File: src/rtl/mem_port_arbiter.sv
// Byte-memory port arbiter: data (load/store) beats fetch; each word is moved as 4 big-endian byte accesses.
// Latency: 6 cycles from the IDLE grant cycle to the ack pulse; a halted fetch (or trapped misaligned access) acks in 1.
// Backpressure: requesters hold req until their ack; requests are ignored outside IDLE, captured operands are frozen.
//
// Ports:
//   mem_Clk / mem_Rst_n              clock, asynchronous active-low reset
//   instr_en/req/addr -> ack/data    fetch port (HALT_WORD returned while instr_en is low)
//   data_rd/wr/addr/wdata -> ack/rdata  load/store port (rd+wr together acts as a store)
//   mem_addr/re/we/wdata <- mem_rdata  byte memory master port, 1-cycle read latency
//   busy                             high whenever the FSM is not IDLE
// Optional feature macro: MISALIGN_TRAP_EN adds misalign_err and rejects addr[1:0] != 0
// without touching memory.
module mem_port_arbiter #(
  parameter int          ADDR_W    = 16,
  parameter logic [31:0] HALT_WORD = 32'hFFFFFFFF
) (
  input  logic              mem_Clk,
  input  logic              mem_Rst_n,
  input  logic              instr_en,
  input  logic              instr_req,
  input  logic [31:0]       instr_addr,
  output logic              instr_ack,
  output logic [31:0]       instr_data,
  input  logic              data_rd,
  input  logic              data_wr,
  input  logic [31:0]       data_addr,
  input  logic [31:0]       data_wdata,
  output logic              data_ack,
  output logic [31:0]       data_rdata,
  output logic [ADDR_W-1:0] mem_addr,
  output logic              mem_re,
  output logic              mem_we,
  output logic [7:0]        mem_wdata,
  input  logic [7:0]        mem_rdata,
`ifdef MISALIGN_TRAP_EN
  output logic              misalign_err,
`endif
  output logic              busy
);

  typedef enum logic [1:0] {
    ST_IDLE = 2'd0,
    ST_XFER = 2'd1,
    ST_LAST = 2'd2,
    ST_ACK  = 2'd3
  } state_t;

  state_t            state;
  logic [1:0]        cnt;
  logic              own_data;   // 1: load/store unit owns the transfer, 0: fetch
  logic              op_wr;
  logic [ADDR_W-1:0] base;
  logic [31:0]       wbuf;
  logic [23:0]       rd_shift;   // bytes 0..2 of a read, oldest in the top byte

  // Grant decode, only acted on in IDLE.
  logic        req_data;
  logic        req_fetch;
  logic        halt_fetch;
  logic        misalign;
  logic [31:0] sel_addr;

  assign req_data   = data_rd | data_wr;
  assign req_fetch  = instr_req & ~req_data;
  assign halt_fetch = req_fetch & ~instr_en;
  assign sel_addr   = req_data ? data_addr : instr_addr;

`ifdef MISALIGN_TRAP_EN
  // A halted fetch never touches memory, so it is never reported as misaligned.
  assign misalign = (req_data | (req_fetch & instr_en)) & (sel_addr[1:0] != 2'b00);
`else
  assign misalign = 1'b0;
`endif

  // Request address bits above the memory width are deliberately dropped.
  generate
    if (ADDR_W < 32) begin : g_unused
      logic unused_addr_bits;
      assign unused_addr_bits = ^{instr_addr[31:ADDR_W], data_addr[31:ADDR_W]};
    end
  endgenerate

  assign busy = (state != ST_IDLE);

  always_ff @(posedge mem_Clk or negedge mem_Rst_n) begin
    if (!mem_Rst_n) begin
      state      <= ST_IDLE;
      cnt        <= 2'd0;
      own_data   <= 1'b0;
      op_wr      <= 1'b0;
      base       <= '0;
      wbuf       <= '0;
      rd_shift   <= '0;
      instr_ack  <= 1'b0;
      instr_data <= '0;
      data_ack   <= 1'b0;
      data_rdata <= '0;
      mem_addr   <= '0;
      mem_re     <= 1'b0;
      mem_we     <= 1'b0;
      mem_wdata  <= '0;
`ifdef MISALIGN_TRAP_EN
      misalign_err <= 1'b0;
`endif
    end else begin
      // Acks are single-cycle pulses raised only on the transition into ACK.
      instr_ack <= 1'b0;
      data_ack  <= 1'b0;
`ifdef MISALIGN_TRAP_EN
      misalign_err <= 1'b0;
`endif
      case (state)
        ST_IDLE: begin
          cnt <= 2'd0;
          if (req_data || instr_req) begin
            own_data <= req_data;
            op_wr    <= data_wr & req_data;
            base     <= sel_addr[ADDR_W-1:0];
            wbuf     <= data_wdata;
            if (halt_fetch || misalign) begin
              // No memory access: go straight to ACK with the substitute result.
              state <= ST_ACK;
              if (req_data) begin
                data_ack <= 1'b1;
                if (!data_wr) data_rdata <= '0;
              end else begin
                instr_ack  <= 1'b1;
                instr_data <= halt_fetch ? HALT_WORD : 32'h0;
              end
`ifdef MISALIGN_TRAP_EN
              misalign_err <= misalign;
`endif
            end else begin
              // Byte 0 strobe is presented in the first XFER cycle.
              state     <= ST_XFER;
              mem_addr  <= sel_addr[ADDR_W-1:0];
              mem_re    <= ~(req_data & data_wr);
              mem_we    <= req_data & data_wr;
              mem_wdata <= data_wdata[31:24];
            end
          end
        end

        ST_XFER: begin
          // Read data for the previous cycle's strobe arrives now.
          if (!op_wr && cnt != 2'd0) rd_shift <= {rd_shift[15:0], mem_rdata};
          if (cnt == 2'd3) begin
            mem_re <= 1'b0;
            mem_we <= 1'b0;
            state  <= ST_LAST;
          end else begin
            cnt      <= cnt + 2'd1;
            // Natural ADDR_W-bit wrap at the top of memory.
            mem_addr <= base + ADDR_W'(cnt) + ADDR_W'(1);
            case (cnt)
              2'd0:    mem_wdata <= wbuf[23:16];
              2'd1:    mem_wdata <= wbuf[15:8];
              default: mem_wdata <= wbuf[7:0];
            endcase
          end
        end

        ST_LAST: begin
          // Byte 3 arrives here; writes idle through this cycle for uniform latency.
          state <= ST_ACK;
          cnt   <= 2'd0;
          if (own_data) begin
            data_ack <= 1'b1;
            if (!op_wr) data_rdata <= {rd_shift, mem_rdata};
          end else begin
            instr_ack  <= 1'b1;
            instr_data <= {rd_shift, mem_rdata};
          end
        end

        default: begin
          state <= ST_IDLE;
        end
      endcase
    end
  end

endmodule

File: config.mk
export PLATFORM = sky130hd
export DESIGN_NAME = mem_port_arbiter
export DESIGN_NICKNAME = d
export VERILOG_FILES = /design/src/rtl/mem_port_arbiter.sv
export SDC_FILE = /design/constraint.sdc
export NUM_CORES = 1
export LEC_CHECK = 0
export CORE_AREA = 2 2 124 126
export CTS_CLUSTER_SIZE = 24
export DETAILED_ROUTE_END_ITERATION = 10
export DIE_AREA = 0 0 126 128
export PLACE_DENSITY = 0.8
export RECOVER_POWER = 100
export SYNTH_ARGS = -nofsm -noshare
export SYNTH_HDL_FRONTEND = slang
export SYNTH_SLANG_ARGS = --single-unit
export TNS_END_PERCENT = 50
File: constraint.sdc
create_clock -name mem_Clk -period 2.69 [get_ports mem_Clk]
set_input_delay 0.6725 -clock mem_Clk [delete_from_list [all_inputs] [get_ports mem_Clk]]
set_output_delay 0.6725 -clock mem_Clk [all_outputs]
set_load 0.005 [all_outputs]
==> flow_summary.toml <==
[timing]
setup_tns_ns = 0
max_freq_mhz = 394
setup_viol = 0
fin_hold_ws_ns = 0.475
min_period_ns = 2.54
worstMarginPinSlew_ns = 1.55
finalMaxSlewViolations = 62
final.period_utilization_pct = 94.3
clock_skew_ns = 0.00895
finalHoldViolations = 0
slew_headroom_pct = -3.27
rsz0062_at_grt = "false"

[route]
viasPerCell = 5.49
drt_wl_total_um = 17000
wl_per_cell_um = 17.1
firstDrtPassIters = 4
dr_total_vias = 5466
initialDrtViolationCount = 264
postRouteAntennaNets = 0
route.detailed.drc = 0

[synthesis]
synthAdderAreaFrac_pct = 1.89
avgSynthCellArea_um2 = 11.1
netlist_area_um2 = 7020
synth_top_family_by_area = "compound AO/OA/AOI/OAI gates"
ys_ff_latch = 162
synth-simple-area-share_pct = 10.4
yosys.area.top_type = "dfrtp_1"
yosysTopAreaCellShare_pct = 57.8
synth-compound-area-share_pct = 14.3
ys_async_sr_fraction_pct = 100
synth_fp_nets = 750
synth_cells = 630
synth_ff_type = "dfrtp_1"
synth_edf_count = 0
yosysWarnings = 0
ys_seq_area_share_pct = 57.8
muxShareOfSynthArea_pct = 10.9
synthTopCellsByArea = "dfrtp_1 (58%), mux2_2 (8.3%), nand2_1 (6.5%), o21ai_0 (5.5%), o22a_1 (4.1%)"
synth-xor-area-share_pct = 1.37
synth.distinct_cells = 43

[cells_and_area]
drive_gt1_share_pct = 12.7
syn_to_final_growth_pct = 35.4
num_antenna_cells = 0
num-nets-final = 915
utilization_pct = 64.0

[placed_design]
numPortBuffers = 170
place.gp.congestion = 0.815
dp_hpwl_um = 11800

[power]
internal-power_mw = 7.51
p_comb_share_pct = 38.8
p_per_area_nw_per_um2 = 1200
p_clk_share_pct = 23.0
pwr-share-seq_pct = 38.2
p_sw_share_pct = 34.4
p_switching_mw = 3.93
p_leak_nw = 4.00
finalPower_mw = 11.4
max-vdd-ir-drop_uv = 529

[clock_tree]
tritoncts = "yes"
cts_setup_buffers = 0
holdBufCountCts = 0
cts.sinks = 162
clk_latency_ns = 0.42
clock_path_buffers = 2
cts_made_buffers = 17
root_buffer = "clkbuf_16"
clk_pin_slew_ns = 0.07
ctsHtreeMaxLevel = 4
ctsResizeCount = 1

[setup_path]
worstSetupPathType = "reg -> out"
crit_path_max_fanout = 11
critPathCaptureType = "output port"
setup.worst_path.start_class = "flop"
cp_data_required_time_ns = 2.02
arrival_ns = 1.86

[floorplanning]
io_pins = 203
core.rowCount = 45
core-area_um2 = 14900
die-area_um2 = 16100
die_w_um = 126
start_util_pct = 47.2
die_h_um = 128

[hold_path]
min_path_type = "reg -> reg"

[global_route]
grt_start_max_net_pins = 65
grt_pass1_vias = 5542
grt_pass1_wl_um = 27800
antenna_found_initial = 0
grt-ovfl-total = 0
grt_usage_pct = 21.7

[status]
violations = "capacitance limit, slew limit"
status = "complete, but fails checks"

[job]
max-cap-violations = 1
==> flip-flops by register name (all words and copies together), names as in the netlist <==
| name | cells |
|---|---|
| base | 16 |
| cnt | 2 |
| data_ack | 1 |
| data_rdata | 32 |
| instr_ack | 1 |
| instr_data | 32 |
| mem_addr | 16 |
| mem_re | 1 |
| mem_wdata | 8 |
| mem_we | 1 |
| op_wr | 1 |
| own_data | 1 |
| rd_shift | 24 |
| state | 2 |
| wbuf | 24 |
==> final timing paths <==
| check | startpoint | to | slack (ns) | depth (start not counted) |
|---|---|---|---|---|
| min in group asynchronous | mem_Rst_n | data_rdata[21]$_DFFE_PN0P_ | 0.63 | 1 |
| max in group asynchronous | mem_Rst_n | mem_addr[13]$_DFFE_PN0P_ | 0.58 | 2 |
| setup reg to reg | state[1]$_DFFE_PN0P_ | rd_shift[18]$_DFFE_PN0P_ | 0.29 | 6 |
| setup / recovery | state[0]$_DFFE_PN0P_ | busy | 0.15 | 4 |
| hold reg to reg | data_rdata[17]$_DFFE_PN0P_ | data_rdata[17]$_DFFE_PN0P_ | 0.48 | 2 |
| hold / removal | data_rdata[17]$_DFFE_PN0P_ | data_rdata[17]$_DFFE_PN0P_ | 0.48 | 2 |
==> through the flow <==
stage | std cells | cell area, µm² | worst slack [ns]
after floorplan | 630 | 7020 | 0.550
after global placement | 964 | 8930 | 0.162
after detailed placement | 964 | 8930 | 0.0661
after CTS | 996 | 9570 | 0.137
after global routing | 996 | 9510 | 0.0700
final | 996 | 9510 | 0.154
==> cells in the final DEF, fill, tap and decap left out, types with 11 or more instances in the layout <==
cell type and instances:
dfrtp_1 162, nand2_1 120, dlygate4sd3_1 93, o21ai_0 78, clkdlybuf4s50_1 76, mux2_2 52
o22a_1 33, mux2i_1 18, clkbuf_16 17, nor2_1 15, nand3_1 13, nor3_1 13
inv_1 11, a21oi_1 11
==> cells in the mapped netlist, types with 2 or more instances <==
library cell  number
o21ai_0           77
nor3_1            12
a211oi_1           3
a22oi_1            8
a22o_1             4
nor2_1            14
o31ai_1            4
dfrtp_1          162
nand2_1          121
clkbuf_1          22
nand3b_1           2
nand2b_1           3
inv_1             11
buf_2              7
nand3_1           13
and2_1             2
xnor2_1            8
a211o_1            4
o22a_1            33
ha_1               9
xor2_1             3
buf_6              3
buf_4              5
mux2_2            52
a21o_1             2
mux2i_1           18
or2_1              2
a21oi_1           11
==> layer usage <==
| layer | part of all wire, % | global-route usage [%] | routed length, µm | vias up |
|---|---|---|---|---|
| met5 | 0 | 0 | 0 | - |
| met4 | 1.5 | 6.66 | 252 | 0 |
| met3 | 6.3 | 5.38 | 1070 | 24 |
| met2 | 50 | 37.2 | 8510 | 200 |
| met1 | 42 | 27.4 | 7170 | 2704 |
| li1 | - | - | - | 2538 |
==> critical path, stage by stage (launching register included) <==
cell and delay (ns):
dfrtp_1 0.43, inv_1 0.11, ha_2 0.33, inv_1 0.13
clkdlybuf4s50_1 0.46
==> logic make-up (layout without fill, tap and decap cells) <==
group                    count (synthesis)  count (layout)
buffers and inverters                   50             228
multiplexers                            70              70
AND/OR/NAND/NOR                        174             174
XOR/XNOR                                11              11
adder cells (fa/ha/maj)                 10              10
flip-flops                             162             162
AO/OA/AOI/OAI                          153             153
==> power groups by stage <==
stage	combinational, mW	sequential, mW	clock, mW
6_report	4.44	4.37	2.63
5_1_grt	4.91	4.52	2.77
4_1_cts	4.78	4.41	2.66
3_5_place_dp	4.73	4.42	0
3_3_place_gp	4.54	4.35	0
2_1_floorplan	2.70	4.24	0
==> cell type report <==
class,count,area [µm²]
Fill cell,1138,5360
Tap cell,188,235
Inverter,12,45.0
Sequential cell,162,4050
Multi-Input combinational cell,418,2720
Timing Repair Buffer,184,1810
Clock buffer,20,437
Clock inverter,12,201
No activity file was read; power rests on OpenSTA's default activity.
